$ cat config.mk
export PLATFORM = sky130hd
export DESIGN_NAME = nine_segment_display_scheduler
export DESIGN_NICKNAME = d
export VERILOG_FILES = /design/src/rtl/nine_seg_pkg.sv /design/src/rtl/nine_seg_scan_timer.sv /design/src/rtl/nine_segment_display_scheduler.sv
export SDC_FILE = /design/constraint.sdc
export NUM_CORES = 1
export LEC_CHECK = 0
export CAP_MARGIN = 20
export CORE_MARGIN = 2
export CORE_UTILIZATION = 35
export DETAILED_ROUTE_END_ITERATION = 7
export SLEW_MARGIN = 20
export SYNTH_ARGS = -nofsm -noshare
export SYNTH_HDL_FRONTEND = slang
export SYNTH_SLANG_ARGS = --single-unit
export TNS_END_PERCENT = 20
$ cat constraint.sdc
create_clock -name clk -period 3.1 [get_ports clk]
set_input_delay 0.775 -clock clk [delete_from_list [all_inputs] [get_ports clk]]
set_output_delay 0.775 -clock clk [all_outputs]
set_load 0.005 [all_outputs]
$ cat src/rtl/nine_seg_pkg.sv
// nine_seg_pkg: shared types and constants for the nine-segment display scheduler
package nine_seg_pkg;
  localparam int NUM_PHASES = 3;
  typedef logic [8:0] seg_pattern_t;
  typedef enum logic [1:0] {S0 = 2'd0, S1 = 2'd1, S2 = 2'd2} scan_phase_t;
  typedef enum logic [1:0] {IDLE = 2'd0, LOAD = 2'd1, SHOW = 2'd2} sched_state_t;
endpackage

$ cat src/rtl/nine_seg_scan_timer.sv
// nine_seg_scan_timer: free-running prescaler and phase counter producing scan_enable and frame boundary (dimming blank output with NINE_SEG_DIMMING_EN)
module nine_seg_scan_timer
  import nine_seg_pkg::*;
#(
  parameter int SCAN_DIV = 1000
) (
  input  logic        clk,
  input  logic        rst_n,
`ifdef NINE_SEG_DIMMING_EN
  input  logic [1:0]  dim_level,
  output logic        blank,
`endif
  output scan_phase_t phase,
  output logic        scan_enable,
  output logic        fb
);
  localparam int PW = $clog2(SCAN_DIV);
  logic [PW-1:0] prescaler;
  assign scan_enable = prescaler == PW'(SCAN_DIV - 1);
  assign fb = scan_enable && phase == scan_phase_t'(2'(NUM_PHASES - 1));
`ifdef NINE_SEG_DIMMING_EN
  assign blank = int'(prescaler) >= SCAN_DIV - (int'(dim_level) * SCAN_DIV) / 4;
`endif
  // prescaler wraps every SCAN_DIV cycles; phase steps on the wrapping cycle
  always_ff @(posedge clk or negedge rst_n) begin
    if (!rst_n) begin
      prescaler <= '0;
      phase     <= S0;
    end else begin
      prescaler <= scan_enable ? '0 : prescaler + 1'b1;
      if (scan_enable) phase <= phase == S2 ? S0 : scan_phase_t'(phase + 2'd1);
    end
  end
endmodule

$ cat src/rtl/nine_segment_display_scheduler.sv
// nine_segment_display_scheduler: round-robin sharing of one 3x3 segment matrix, patterns swapped only on frame boundaries (optional NINE_SEG_DIMMING_EN adds dim_level)
module nine_segment_display_scheduler
  import nine_seg_pkg::*;
#(
  parameter int NUM_REQ  = 2,
  parameter int SCAN_DIV = 1000,
  parameter int HOLD_W   = 8
) (
  input  logic                            clk,
  input  logic                            rst_n,
`ifdef NINE_SEG_DIMMING_EN
  input  logic [1:0]                      dim_level,
`endif
  input  logic [NUM_REQ-1:0]              req_valid,
  output logic [NUM_REQ-1:0]              req_ready,
  input  logic [NUM_REQ-1:0][8:0]         req_pattern,
  input  logic [NUM_REQ-1:0][HOLD_W-1:0]  req_frames,
  output logic                            scan_enable,
  output logic [1:0]                      phase,
  output logic [8:0]                      segments,
  output logic                            busy,
  output logic [$clog2(NUM_REQ)-1:0]      grant_id
);
  localparam int IW = $clog2(NUM_REQ);
  sched_state_t  state;
  logic [IW-1:0] rr, win;
  logic          any, fb;
  seg_pattern_t  pend_pat, held;
  logic [HOLD_W-1:0] pend_frames, remaining;
  scan_phase_t   ph;
  assign phase = ph;
  assign busy  = state != IDLE;
`ifdef NINE_SEG_DIMMING_EN
  logic blank;
  nine_seg_scan_timer #(.SCAN_DIV(SCAN_DIV)) u_timer (
    .clk(clk), .rst_n(rst_n), .dim_level(dim_level), .blank(blank),
    .phase(ph), .scan_enable(scan_enable), .fb(fb)
  );
  assign segments = blank ? '0 : held;
`else
  nine_seg_scan_timer #(.SCAN_DIV(SCAN_DIV)) u_timer (
    .clk(clk), .rst_n(rst_n), .phase(ph), .scan_enable(scan_enable), .fb(fb)
  );
  assign segments = held;
`endif
  // round-robin pick: nearest valid index after rr wins (later loop passes override farther ones)
  always_comb begin
    win = '0;
    any = 1'b0;
    for (int i = NUM_REQ; i >= 1; i--)
      if (req_valid[(int'(rr) + i) % NUM_REQ]) begin
        win = IW'((int'(rr) + i) % NUM_REQ);
        any = 1'b1;
      end
  end
  assign req_ready = (state == IDLE && any) ? {{(NUM_REQ-1){1'b0}}, 1'b1} << win : '0;
  // grant in IDLE, swap pattern at the next frame boundary, hold for the requested frame count
  always_ff @(posedge clk or negedge rst_n) begin
    if (!rst_n) begin
      state       <= IDLE;
      rr          <= IW'(NUM_REQ - 1);
      grant_id    <= '0;
      pend_pat    <= '0;
      pend_frames <= '0;
      remaining   <= '0;
      held        <= '0;
    end else if (state == IDLE) begin
      if (any) begin
        pend_pat    <= req_pattern[win];
        pend_frames <= req_frames[win] == '0 ? HOLD_W'(1) : req_frames[win];
        grant_id    <= win;
        rr          <= win;
        state       <= LOAD;
      end
    end else if (state == LOAD) begin
      if (fb) begin
        held      <= pend_pat;
        remaining <= pend_frames;
        state     <= SHOW;
      end
    end else if (state == SHOW) begin
      if (fb) begin
        remaining <= remaining - 1'b1;
        if (remaining == HOLD_W'(1)) state <= IDLE;
      end
    end else begin
      state <= IDLE;
    end
  end
endmodule
# == Yosys cells after proc, flatten, opt, wreduce, memory -nomap -nowiden ==
# Index checks and enable logic that the tools add are counted.
# totals
input_bits,38
out_inout_bits,16
register_bits,50
wordCells,71
# op_classes
shift,1
bitwise,3
muxes,29
eq_ne,11
n_lt_le_gt_ge,3
addsub,5
n_reduce_logical,10
# op_table
cell,n
$mux 8,7
$mux 2,9
$mux 9,2
$add 10x1->10 const B,1
$eq 10x10->1 const B,1
$mux 1,10
$mux 10,1
$eq 8x1->1 const B,1
$logic_not 8->1,1
$reduce_and 4->1,2
$sub 8x1->8 const B,1
$lt 2x3->1 const B,2
$ne 2x2->1 const B,3
$ne 3x3->1 const B,2
$eq 2x2->1 const B,2
$ne 4x3->1 const B,1
$reduce_bool 2->1,2
$reduce_and 3->1,1
$add 1x1->1 const B,2
$add 2x1->2 const B,1
$and 1x1->1 const A,2
$eq 2x1->1 const B,1
$logic_and 1x1->1,2
$logic_not 2->1,1
other kinds (4),4

# == Depth between registers and ports, before layout ==
# depth
depth_word,11
ltp_mapped,6
mapped_depth_nobuf,6

# == Cells and area by module ==
# From an unflattened synthesis, not the netlist that was laid out.
# unflattened
hier_cells,245
hier_area_um2,2513.7
# by_module_without_submodules
module,seq_area_each_um2,area_per_inst_um2,cells_per_inst,instances
nine_segment_display_scheduler,952.2,1880.6,187,1
nine_seg_scan_timer,300.3,633.1,58,1

# == Least setup slack after synthesis ==
# OpenSTA, ideal clock, no wires.
# synth_path
kind,input to output
startpoint,input req_valid[1]
endpoint,output req_ready[1]
arrival_time_ns,1.454
n_path_buf,1
slack_ns,0.871
t_required_ns,2.325
cell_stages,4
cell_sequence,a21boi_1 > clkbuf_1 > nand2_1 > inv_1
# synth_via
elab_chain_cells,7
elab_cells_between_ends,13
cone_classes,shift: 1; mux: 11; reduce/logical: 1
# synth_rtl
element,line_no,source
from (decl),nine_segment_display_scheduler.sv:14,"input logic [NUM_REQ-1:0] req_valid,"
$mux 1 (implied by the code) (3 in a row),nine_segment_display_scheduler.sv:51,if (req_valid[(int'(rr) + i) % NUM_REQ]) begin
$mux 1 (2 in a row),nine_segment_display_scheduler.sv:51,
$shl 1x1->2 or $logic_and 1x1->1 (tied branches),nine_segment_display_scheduler.sv:56,"assign req_ready = (state == IDLE && any) ? {{(NUM_REQ-1){1'b0}}, 1'b1} << win : '0;"
$mux 2 (*),nine_segment_display_scheduler.sv:56,
to (decl),nine_segment_display_scheduler.sv:15,"output logic [NUM_REQ-1:0] req_ready,"
# Every way passes the cells marked *; elsewhere a longest branch is shown, timed or not. The select of a mux whose other input is x is not followed.

# == Worst setup path in the final report ==
# Same ends and word-level chain as after synthesis.

==> summary.txt <==
Status
  – Run status: complete, no violations

STA
  – Slew margin rel.: 46.5%
  – Fmax: 336 MHz
  – Skew final: 4.97 ps
  – Final min period: 2970 ps
  – Period utilization: 96.0%
  – Final setup violation count: 0
  – Setup ws final: 125 ps
  – Slew @ Worst Pin: 796 ps
  – Sum Neg Setup Slack: 0 ps
  – Hold Fails Final Rpt: 0
  – RSZ-0062 raised after global routing: no
  – Final Max Slew Viols: 0

Setup path
  – WP data arrival: 2200 ps
  – CP Data Required Time: 2320 ps
  – Worst path bufs/invs: 3
  – Crit Path Category: in -> out
  – CP cell instances: clkdlybuf4s50_1 > a21boi_2 > nand2_1 > inv_1 > clkdlybuf4s50_1
  – Critical Path Slowest Stage Cell: clkdlybuf4s50_1
  – Largest stage delay, worst path: 500 ps
  – Crit. End Element: output port
  – CP Max Fanout: 4
  – Crit path top cell by count: clkdlybuf4s50_1
  – CP delay by family, top: buffers and inverters
  – Startpoint types: input pin

Yosys
  – Synth Area in Compound Gates: 13.9%
  – Mux contribution to synthesized area: 8.85%
  – Post-synth net total: 266
  – Largest family of logic cells by synthesized area: simple AND/OR/NAND/NOR gates
  – Post-synth EDFFs: 0
  – Sequential share of the synthesized area: 52.1%
  – Xor/xnor share of the synthesized area: 2.92%
  – Flops & latches, synth: 50
  – Post-Synthesis Cells: 225
  – Mapped Avg Cell Area: 10.7 um^2
  – Synth warnings: 0
  – Mapped Area: 0.00240 mm^2
  – Netlist cell types: 41
  – Ys async rst share: 100%
  – Post-Synth Adder-Cell Area: 1.56%
  – Simple-gate share of the synthesized area: 17.7%
  – Main synth FF type: dfrtp_1

Floorplan
  – Die Y: 86.8 um
  – DIE AREA: 0.00754 mm^2
  – FP Rows: 30
  – IO Count: 54
  – Starting Density: 35.8%
  – Die outline width: 86.8 um
  – Core area: 0.00672 mm^2

Pwr
  – Switching part of the total: 20.4%
  – Clk pwr share: 38.3%
  – Power Internal: 0.941 mW
  – Max rail drop VDD: 0.000248 V
  – P_sw: 0.241 mW
  – Power Density: 374 mW/mm^2
  – Combinational Power Share: 6.6%
  – Seq pwr share: 55.1%
  – Static leakage power: 1.44 nW

Job
  – Max-Cap Viols: 0

Clocking
  – # clock sinks: 50
  – Clk Latency, worst-skew pair: 300 ps
  – Post-CTS Setup Inserts: 0
  – TritonCTS clock tree: done
  – Hold-fix buffers, CTS: 0
  – CTS Buf Count: 5
  – Reg clk slew, reported paths: 90 ps
  – Root Buffer: clkbuf_8
  – Clock buffer depth: 2
  – H-tree depth: 2
  – PostCTS Resize Cnt: 0

Place
  – Place WS: 125 ps
  – GP Congestion: 0.744
  – HPWL Detailed: 3.78 mm
  – Port buffer count: 53

Routing
  – Mean number of vias per cell: 5.25
  – Number of nets still failing antenna checks after routing: 0
  – # DRC: 0
  – Wirelength per Cell: 14.2 um
  – Routed wire length: 5.16 mm
  – DR iter-0 viols: 77
  – DRT Pass-1 Iters: 4
  – Detailed-route via count: 1907

Finish
  – # diodes: 0
  – Syn-to-layout area delta: 31.6%
  – Final nets: 323
  – Share of layout cells above drive strength 1: 11.7%
  – Fill count: 629
  – Post-layout util: 47.1%

GRT
  – Tot GR Track Use: 14.6%
  – Initial antenna violation count: 0
  – Grt total ovfl: 0
  – Vias in the first global route: 1946
  – First-pass GRT wire length: 8.80 mm
  – Largest net degree at the start of global routing: 35

Hold path
  – Worst Hold Class: in -> async
==> cell usage in the layout (no fill, tap or decap), types with 4 or more instances in the layout <==
cell type        Yosys  layout
a21oi_1             13      13
a221o_1              9       9
and3_1              10      10
buf_4                0       8
clkbuf_8             0       5
clkdlybuf4s50_1      0      52
dfrtp_1             49      49
inv_1                7       7
mux2_2              10      10
mux2i_1             10      10
nand2_1             21      21
nand3_1              4       4
nor2_1              12      12
nor3_1               7       7
o21ai_0             16      15
xnor2_1              5       5
==> final timing paths <==
check                                           from        endpoint  slack (ps)  depth (start not counted)
worst max register to register  u_timer.prescaler[0]     segments[8]         980                          4
worst min register to register                    rr              rr         480                          2
min in group clk                                  rr              rr         480                          2
max in group asynchronous                      rst_n              rr        1910                          2
worst max-delay path                    req_valid[1]    req_ready[1]         130                          5
worst min-delay path                           rst_n  pend_frames[2]         390                          1
==> per-stage QoR <==
stage | instance area (um^2) | cells | power [mW] | hold WS, ps
after CTS | 3160 | 363 | 1.20 | 393
after global placement | 3050 | 355 | 0.743 | 467
final | 3160 | 363 | 1.18 | 387
after floorplan | 2400 | 225 | 0.677 | 439
after global routing | 3160 | 363 | 1.24 | 398
after detailed placement | 3050 | 355 | 0.744 | 466
==> sequential cells by signal, indices dropped and copies added, names as in the netlist <==
| name | flops |
|---|---|
| state | 2 |
| pend_pat | 9 |
| remaining | 8 |
| grant_id | 1 |
| pend_frames | 8 |
| segments | 9 |
| u_timer.prescaler | 10 |
| rr | 1 |
| u_timer.phase | 2 |
==> worst reg2reg max path, stage by stage (launching register included) <==
cell and delay, ps:
dfrtp_1 390, ha_1 230, nand4bb_1 280, nor4_4 690, mux2_2 420
==> synth_stat cells (5+ instances only) <==
cell type	count	area [um^2]
and3_1	10	62.6
o21ai_0	16	80.1
mux2i_1	10	100
mux2_2	10	113
dfrtp_1	49	1230
xnor2_1	5	43.8
clkbuf_1	9	33.8
a221o_1	9	90.1
inv_1	7	26.3
a21oi_1	13	65.1
nor3_1	7	35.0
nor2_1	12	45.0
nand2_1	21	78.8
==> layer usage <==
metal / vias to the layer above / track usage [%] / share of wire [%]
met1: 912 / 19.7 / 47
li1: 935 / - / -
met3: 6 / 4.67 / 7.2
met5: - / 0 / 0
met2: 54 / 22.4 / 45
met4: 0 / 4.40 / 1.2
==> power by group through the flow <==
stage	logic (mW)	registers [mW]	clock network (mW)
detailed placement	0.0796	0.665	0
global placement	0.0788	0.665	0
floorplan	0.0123	0.665	0
finish	0.0775	0.652	0.453
CTS	0.0797	0.652	0.468
global route	0.0860	0.652	0.498
==> cell families (layout without fill, tap and decap cells) <==
kind of cell               Yosys count  count (layout)
AOI/OAI and AO/OA                   51              51
muxes                               20              20
DFF                                 50              50
and+or+nand+nor                     75              75
adders and majority gates            3               3
buffers and inverters               18              76
xor gates and xnor gates             8               8
==> final cells by class <==
cell class	count	area (um^2)	share of cell area, %
clock buffers	6	72.6	2.30
repair buffers	61	586	18.5
clock inverters	2	37.5	1.19
multi-input cells	157	1090	34.4
inverters	7	26.3	0.831
flip-flops and latches	50	1250	39.6
well taps	80	100	3.17
(Power assumes the default switching activity.)
